==> src/rtl/otn_link_pkg.sv <==
// -----------------------------------------------------------------------------
// otn_link_pkg
// Shared constants and helper functions for the OTN link emulator.
//   LFSR_W / LFSR_MASK : 8-bit Galois LFSR, right shift, taps 8'hB8 (period 255)
//   lfsr_next()        : one LFSR step
//   bitrev8()          : bit reversal, used only when OTN_ACK_DROP_EN is defined
//   DATA_IDLE/ACK_IDLE : idle line levels loaded into the delay lines at reset
// -----------------------------------------------------------------------------
package otn_link_pkg;

   localparam int               LFSR_W    = 8;
   localparam logic [LFSR_W-1:0] LFSR_MASK = 8'hB8;

   localparam logic DATA_IDLE = 1'b1;
   localparam logic ACK_IDLE  = 1'b0;

   function automatic logic [LFSR_W-1:0] lfsr_next(input logic [LFSR_W-1:0] cur);
      logic [LFSR_W-1:0] nxt;
      nxt = cur >> 1;
      if (cur[0]) nxt = nxt ^ LFSR_MASK;
      return nxt;
   endfunction

   function automatic logic [LFSR_W-1:0] bitrev8(input logic [LFSR_W-1:0] v);
      logic [LFSR_W-1:0] r;
      for (int i = 0; i < LFSR_W; i++) r[i] = v[LFSR_W-1-i];
      return r;
   endfunction

endpackage

==> src/rtl/otn_lfsr_chan.sv <==
// -----------------------------------------------------------------------------
// otn_lfsr_chan
// Per-channel corruption source: one 8-bit Galois LFSR plus the threshold
// compare that decides whether this cycle's forward bit is flipped.
// Optional macro OTN_ACK_DROP_EN adds o_ack_drop (compare on the bit-reversed
// LFSR value) for corrupting the reverse ACK path.
// Ports:
//   i_clk, i_rst_n   clock, asynchronous active-low reset
//   i_seed_load      load i_corrupt_seed^CH (0 is replaced by 1) instead of stepping
//   i_corrupt_seed   seed value
//   i_corrupt_en     corruption enable for this channel
//   i_err_thresh     flip when lfsr < threshold
//   o_flip           combinational flip decision from the current LFSR state
//   o_ack_drop       (OTN_ACK_DROP_EN only) ACK drop decision
// -----------------------------------------------------------------------------
module otn_lfsr_chan
   import otn_link_pkg::*;
#(
   parameter int unsigned        CH        = 0,
   parameter logic [LFSR_W-1:0]  SEED_BASE = 8'hA5
) (
   input  logic              i_clk,
   input  logic              i_rst_n,
   input  logic              i_seed_load,
   input  logic [LFSR_W-1:0] i_corrupt_seed,
   input  logic              i_corrupt_en,
   input  logic [LFSR_W-1:0] i_err_thresh,
   output logic              o_flip
`ifdef OTN_ACK_DROP_EN
   ,
   output logic              o_ack_drop
`endif
);

   localparam logic [LFSR_W-1:0] CH_MASK = LFSR_W'(CH);
   localparam logic [LFSR_W-1:0] RST_VAL = SEED_BASE ^ CH_MASK;

   logic [LFSR_W-1:0] lfsr_q, lfsr_d;
   logic [LFSR_W-1:0] seeded;

   // The LFSR keeps running even when corruption is disabled, so every
   // channel's sequence stays a fixed function of cycle count and seed.
   always_comb begin
      // NOTE: every always_comb output gets a default first so no path leaves it unassigned (no latch).
      seeded = i_corrupt_seed ^ CH_MASK;
      lfsr_d = lfsr_next(lfsr_q);
      if (i_seed_load) begin
         // An all-zero LFSR would lock up; substitute 1.
         lfsr_d = (seeded == '0) ? LFSR_W'(1) : seeded;
      end
   end

   always_ff @(posedge i_clk or negedge i_rst_n) begin
      // NOTE: sequential state uses non-blocking assignment so all flops update from pre-edge values.
      if (!i_rst_n) lfsr_q <= RST_VAL;
      else          lfsr_q <= lfsr_d;
   end

   assign o_flip = i_corrupt_en && (lfsr_q < i_err_thresh);

`ifdef OTN_ACK_DROP_EN
   // Bit-reversed compare decorrelates ACK drops from data flips.
   assign o_ack_drop = i_corrupt_en && (bitrev8(lfsr_q) < i_err_thresh);
`endif

endmodule

==> src/rtl/otn_link_emu.sv <==
// -----------------------------------------------------------------------------
// otn_link_emu
// Multi-channel serial link emulator placed between NUM_CH senders and
// receivers. Forward data: DELAY-cycle delay line with LFSR-driven bit flips
// and a saturating per-channel error counter. Reverse ACK: DELAY-cycle delay.
// Optional macro OTN_ACK_DROP_EN: ACK 1s are also randomly dropped (never
// created); drops are not counted.
// Ports:
//   i_clk, i_rst_n   clock, asynchronous active-low reset
//   i_tx_data        serial data from sender c       -> o_rx_data to receiver c
//   i_rx_ack         ACK from receiver c             -> o_tx_ack to sender c
//   i_corrupt_en     per-channel corruption enable
//   i_err_thresh     flip probability threshold (flip when lfsr < thresh)
//   i_corrupt_seed   seed, loaded into all LFSRs on i_seed_load
//   i_cnt_clr        synchronous clear of all error counters (wins over a flip)
//   o_err_cnt        packed error counters, channel c at [c*CNT_W +: CNT_W]
// All outputs come straight from flops.
// -----------------------------------------------------------------------------
module otn_link_emu
   import otn_link_pkg::*;
#(
   parameter int                NUM_CH    = 2,
   parameter int                DELAY     = 4,
   parameter int                CNT_W     = 16,
   parameter logic [LFSR_W-1:0] SEED_BASE = 8'hA5
) (
   input  logic                      i_clk,
   input  logic                      i_rst_n,
   input  logic [NUM_CH-1:0]         i_tx_data,
   output logic [NUM_CH-1:0]         o_rx_data,
   input  logic [NUM_CH-1:0]         i_rx_ack,
   output logic [NUM_CH-1:0]         o_tx_ack,
   input  logic [NUM_CH-1:0]         i_corrupt_en,
   input  logic [LFSR_W-1:0]         i_err_thresh,
   input  logic [LFSR_W-1:0]         i_corrupt_seed,
   input  logic                      i_seed_load,
   input  logic                      i_cnt_clr,
   output logic [NUM_CH*CNT_W-1:0]   o_err_cnt
);

   logic [NUM_CH-1:0] flip;
`ifdef OTN_ACK_DROP_EN
   logic [NUM_CH-1:0] ack_drop;
`endif

   for (genvar c = 0; c < NUM_CH; c++) begin : g_chan
      otn_lfsr_chan #(
         .CH        (c),
         .SEED_BASE (SEED_BASE)
      ) u_lfsr (
         .i_clk          (i_clk),
         .i_rst_n        (i_rst_n),
         .i_seed_load    (i_seed_load),
         .i_corrupt_seed (i_corrupt_seed),
         .i_corrupt_en   (i_corrupt_en[c]),
         .i_err_thresh   (i_err_thresh),
         .o_flip         (flip[c])
`ifdef OTN_ACK_DROP_EN
         ,
         .o_ack_drop     (ack_drop[c])
`endif
      );
   end

   // Stage 0 is the input side; stage DELAY-1 drives the output.
   logic [NUM_CH-1:0][DELAY-1:0] data_sr_q, data_sr_d;
   logic [NUM_CH-1:0][DELAY-1:0] ack_sr_q,  ack_sr_d;
   logic [NUM_CH-1:0][CNT_W-1:0] err_cnt_q, err_cnt_d;

   always_comb begin
      data_sr_d = data_sr_q;
      ack_sr_d  = ack_sr_q;
      err_cnt_d = err_cnt_q;
      for (int c = 0; c < NUM_CH; c++) begin
         data_sr_d[c][0] = i_tx_data[c] ^ flip[c];
`ifdef OTN_ACK_DROP_EN
         ack_sr_d[c][0]  = i_rx_ack[c] & ~ack_drop[c];
`else
         ack_sr_d[c][0]  = i_rx_ack[c];
`endif
         for (int s = 1; s < DELAY; s++) begin
            data_sr_d[c][s] = data_sr_q[c][s-1];
            ack_sr_d[c][s]  = ack_sr_q[c][s-1];
         end
         // Clear has priority; otherwise count flips and saturate at all-ones.
         if (i_cnt_clr) begin
            err_cnt_d[c] = '0;
         end else if (flip[c] && (err_cnt_q[c] != '1)) begin
            err_cnt_d[c] = err_cnt_q[c] + CNT_W'(1);
         end
      end
   end

   always_ff @(posedge i_clk or negedge i_rst_n) begin
      if (!i_rst_n) begin
         // NOTE: the delay lines are reset (not left as bare storage) so the outputs show idle line levels at once.
         data_sr_q <= {(NUM_CH*DELAY){DATA_IDLE}};
         ack_sr_q  <= {(NUM_CH*DELAY){ACK_IDLE}};
         err_cnt_q <= '0;
      end else begin
         data_sr_q <= data_sr_d;
         ack_sr_q  <= ack_sr_d;
         err_cnt_q <= err_cnt_d;
      end
   end

   always_comb begin
      o_rx_data = '0;
      o_tx_ack  = '0;
      for (int c = 0; c < NUM_CH; c++) begin
         o_rx_data[c] = data_sr_q[c][DELAY-1];
         o_tx_ack[c]  = ack_sr_q[c][DELAY-1];
      end
   end

   assign o_err_cnt = err_cnt_q;

endmodule

==> config.mk <==
export PLATFORM = sky130hd
export DESIGN_NAME = otn_link_emu
export DESIGN_NICKNAME = d
export VERILOG_FILES = /design/src/rtl/otn_link_pkg.sv /design/src/rtl/otn_lfsr_chan.sv /design/src/rtl/otn_link_emu.sv
export SDC_FILE = /design/constraint.sdc
export NUM_CORES = 1
export LEC_CHECK = 0
export ABC_AREA = 1
export CAP_MARGIN = 20
export CORE_MARGIN = 3
export CORE_UTILIZATION = 50
export CTS_CLUSTER_DIAMETER = 80
export DETAILED_ROUTE_END_ITERATION = 8
export PLACE_DENSITY = 0.76
export REMOVE_ABC_BUFFERS = 1
export SETUP_SLACK_MARGIN = 0.1
export SKIP_LAST_GASP = 1
export SLEW_MARGIN = 20
export SYNTH_ARGS = -nofsm -noshare
export SYNTH_HDL_FRONTEND = slang
export SYNTH_SLANG_ARGS = --single-unit
==> constraint.sdc <==
create_clock -name i_clk -period 3.3 [get_ports i_clk]
set_clock_uncertainty 0.2 [all_clocks]
set_input_delay 0.66 -clock i_clk [delete_from_list [all_inputs] [get_ports i_clk]]
set_output_delay 0.66 -clock i_clk [all_outputs]
set_load 0.02 [all_outputs]
## Word-level counts from Yosys, hierarchy flattened

Cells that the tools add are included.

- $add $sub $neg: 2
- Order comparisons: 2
- Equality and inequality tests: 2
- Multiplexer cells: 10
- Bitwise operators: 5
- Reductions and logical operators: 8

Operator list:

| kind | number |
|---|---|
| two-way mux 16 bit | 4 |
| two-way mux 8 bit | 6 |
| adder 16 x 1 -> 16 bit, second input constant | 2 |
| inequality test 16 bit, second input constant | 2 |
| zero test 8 bit | 2 |
| less-than comparator 8 bit | 2 |
| NOT 3 -> 4 bit | 2 |
| logical AND 1 bit | 4 |
| nonzero test 2 bit | 2 |
| bitwise XOR 1 bit | 2 |
| NOT 1 bit | 1 |

- Register bits after elaboration: 64
- Input port bits: 26
- Output and inout bits: 36
- Logic and storage cells: 37

## Logic depth before layout (Yosys ltp)

- Word-level depth: 5
- Mapped depth: 12
- Mapped depth without buffers: 11

## By module

A second synthesis with hierarchy kept.

- Cells, all modules: 450
- Area, all modules: 3532.1 sq um

By module, submodules not included:

| module | instances | cells an instance | area an instance (sq um) | sequential area each (sq um) |
|---|---|---|---|---|
| otn_link_emu | 1 | 310 | 2432.3 | 1211.2 |
| otn_lfsr_chan at g_chan[1].u_lfsr | 1 | 68 | 558.0 | 203.9 |
| otn_lfsr_chan at g_chan[0].u_lfsr | 1 | 72 | 541.8 | 205.2 |

## Worst setup path after synthesis

No wires, ideal clock.

- Path kind: input -> register
- Start point: input i_err_thresh[7]
- End point: register err_cnt_q (netlist bit o_err_cnt[6])
- Arrival: 1.799 ns
- Required time: 2.983 ns
- Path slack: 1.184 ns
- Stages on the path: 10
- Cell sequence: inv_1 ha_1 nand2_1 nand2_1 nor2_1 and3_1 nand3_4 buf_4 nand3_1 nand2_1

- Longest elaborated chain between the ends: 4

RTL lines:

| what | line | source |
|---|---|---|
| from (decl) | otn_link_emu.sv:34 | `input logic [LFSR_W-1:0] i_err_thresh,` |
| less-than comparator 8 bit | otn_lfsr_chan.sv:59 | `assign o_flip = i_corrupt_en && (lfsr_q < i_err_thresh);` |
| logical AND 1 bit | otn_lfsr_chan.sv:59 |  |
| logical AND 1 bit | otn_link_emu.sv:88 | `end else if (flip[c] && (err_cnt_q[c] != '1)) begin` |
| nonzero test 2 bit (no line) | n/a |  |
| to (signal assigned) | otn_link_emu.sv:103 | `err_cnt_q <= err_cnt_d;` |
| to (decl) | otn_link_emu.sv:68 | `logic [NUM_CH-1:0][CNT_W-1:0] err_cnt_q, err_cnt_d;` |

No other way between the ends.
A chain may end at the register's enable or synchronous reset.

## Worst setup path after layout

- Start point: input i_err_thresh[7]
- End point: register err_cnt_q (netlist bit o_err_cnt[13])

Same word-level chain as after synthesis.

==> impl_metrics.toml <==
[setup_path]
path_common_cell = "nand2_1"
critPathLaunchType = "primary input"
critical_path_class = "in -> reg"
arrival_ps = 2580
end_kind = "flip-flop"
crit_slowest_cell = "clkdlybuf4s50_1"
crit_required_ps = 3380
critPathBufInv = 2
cp_cell_sequence = "clkdlybuf4s50_1, inv_1, ha_1, nand2_1, nand2_1, nor2_1, and3_1, nand3_4, nand2_4, nand2_1, nand2_1"
crit_fanout = 17
slowest_delay_ps = 450
ff2ff_setup_slack_ps = 1150
crit_family = "simple AND/OR/NAND/NOR gates"

[grt]
antenna_found_initial = 0
grt-ovfl-total = 0
grt_pass1_vias = 3071
grt_first_pass_wirelength_um = 14310
grt_use_total = 0.2118
grt_start_max_net_pins = 36

[final_layout]
final_common_cell = "nand2_1"
fill_cells = 595
utilization = 0.6519
nets = 570
final_cell_mix = "nand2_1, clkdlybuf4s50_1, nor2_1, nand3_1, dfrtp_1"
drive_gt1_frac = 0.1088
area_growth_pct = 24.12
diodes = 0

[logic_synthesis]
synth_top_cell_by_area = "dfrtp_1"
synth_top_area_frac = 0.3362
ys.warnings.count = 0
ys_types = 32
ys_ff_latch = 64
synth.top_cells.by_area = "dfrtp_1, nand2_1, dfstp_2, nand3_1, nor2_1"
yosysSeqAreaShare = 0.4443
synth_cells = 467
synth.cell_area_um2 = 3647
syn_avg_cell_area_um2 = 7.810

[sta]
fmax_ghz = 0.3995
finalCritPeriodShare = 0.7586
slew_viol_final = 0
max_slew_margin = 0.5515
finalSetupViolCount = 0
hold_viol_final = 0
min_period_ps = 2503
grt_setup_unrepaired = "false"
worst_slew_pin_slew_ps = 672.7
setup_tns_ps = 0

[floorplanning]
die_w_um = 91.41
io_pins = 62
die_area_um2 = 8355
start_util = 0.5252
rows = 30
fp.dieH_um = 91.41
core_area_um2 = 6944

[detailed_routing]
drc_errors = 0
viasPerCell = 5.124
firstDrtPassIters = 4
drtIter0Drc = 177
routedWlPerCell_um = 13.20
ant_nets = 0
wl_um = 8304
via_count = 3223

[placed_design]
numPortBuffers = 61
place.gp.congestion = 0.8703
dp_hpwl_um = 5957

[clocking]
insertion_delay_ps = 350
clk_pin_slew_ps = 80
cts_hold_buffers = 0
numCtsBuffers = 9
cts.htree.levels = 3
cts_resized = 0
cts_tree = "built"
post_cts.repair.setup_buffers = 0
cts_root_buf = "clkbuf_8"
max-clock-path-buffers = 2
numClockSinks = 64

[pwr]
pwr_density_cell_nw_per_um2 = 417.4
vdd_drop_max_uv = 308.3
leakage_nw = 2.097

[hold_path]
hold_class = "in -> async"

[status]
status = "finished, final reports clean"

[job]
maxCapViolations = 0
## Yosys cell counts
cell and count:
xor2_1 7, inv_2 8, and2_1 1, nand3_1 52, o21bai_1 1, nor3_2 2, dfstp_2 15, nor2_1 54
nand2_4 2, nor3b_1 2, nor2_4 4, nand2_1 152, xnor2_1 11, and3_1 2, inv_1 31, buf_4 1
nand3b_4 1, a211oi_1 1, nand4_1 6, buf_2 1, o21ai_1 2, buf_6 3, ha_1 16, clkbuf_1 8
nor3_1 12, a31oi_1 1, o21ai_0 9, nand2_2 5, a21oi_1 5, nor4_1 1, dfrtp_1 49, nand3_4 2
## path summary, 6_finish.rpt
path / startpoint / end / cells after the start
min in group i_clk: ack_sr_d[3] / o_tx_ack[0] / 0
worst min register to register: ack_sr_d[3] / o_tx_ack[0] / 0
worst max-delay path: i_err_thresh[7] / o_err_cnt[13] / 11
worst max register to register: g_chan[0].u_lfsr.lfsr_q[7] / o_err_cnt[13] / 9
max in group asynchronous: i_rst_n / data_sr_d[7] / 2
worst min-delay path: i_rst_n / g_chan[1].u_lfsr.lfsr_q[3] / 1
## metrics by stage
step,setup WS [ps],power (W),instances,hold WS (ps),cell area [um^2]
floorplan,1204,0.001074,454,131.2,3571
CTS,816.1,0.001914,629,153.6,4527
global placement,549.8,0.001207,613,136.6,4324
detailed placement,462.6,0.001219,613,142.6,4324
global route,638.9,0.001989,629,152.2,4527
finish,796.6,0.001890,629,149.8,4527
## final cells by class
type / count / area [um^2] / share of cell area
clock buffers: 9 / 123.9 / 0.02736
multi-input cells: 351 / 1804 / 0.3986
repair buffers: 63 / 633.1 / 0.1399
flip-flops and latches: 64 / 1620 / 0.3579
inverters: 39 / 146.4 / 0.03234
clock inverters: 7 / 78.83 / 0.01741
well taps: 96 / 120.1 / 0.02653
## logic make-up (layout without fill, tap and decap cells)
kind of cell	count (synthesis)	after routing	share of synthesized area
AND/OR/NAND/NOR	298	298	0.3688
flip-flops	64	64	0.4443
buffers and inverters	52	118	0.06106
AO/OA/AOI/OAI	19	19	0.02779
XOR/XNOR	18	18	0.04322
adder cells (fa/ha/maj)	16	16	0.05489
## registers in the layout, indices dropped and copies added, names as in the netlist
| name | cells |
|---|---|
| o_err_cnt | 32 |
| g_chan.u_lfsr.lfsr_q | 16 |
| ack_sr_d | 6 |
| data_sr_d | 6 |
| o_rx_data | 2 |
| o_tx_ack | 2 |
## power breakdown
part	internal, W	switching (W)	leakage, nW
Combinational	0.000129	0.000171	1.19
Sequential	0.000860	0.0000420	0.801
Clock	0.000356	0.000331	0.104
Total	0.00135	0.000544	2.10
## routing by layer
layer | vias to the layer above | share of wire | GRT usage
met4 | 0 | 0.010 | 0.08166
met1 | 1502 | 0.44 | 0.2779
met3 | 6 | 0.058 | 0.04888
li1 | 1614 | - | -
met5 | - | 0 | 0
met2 | 101 | 0.49 | 0.3390
Power figures use the tool's default switching activity.
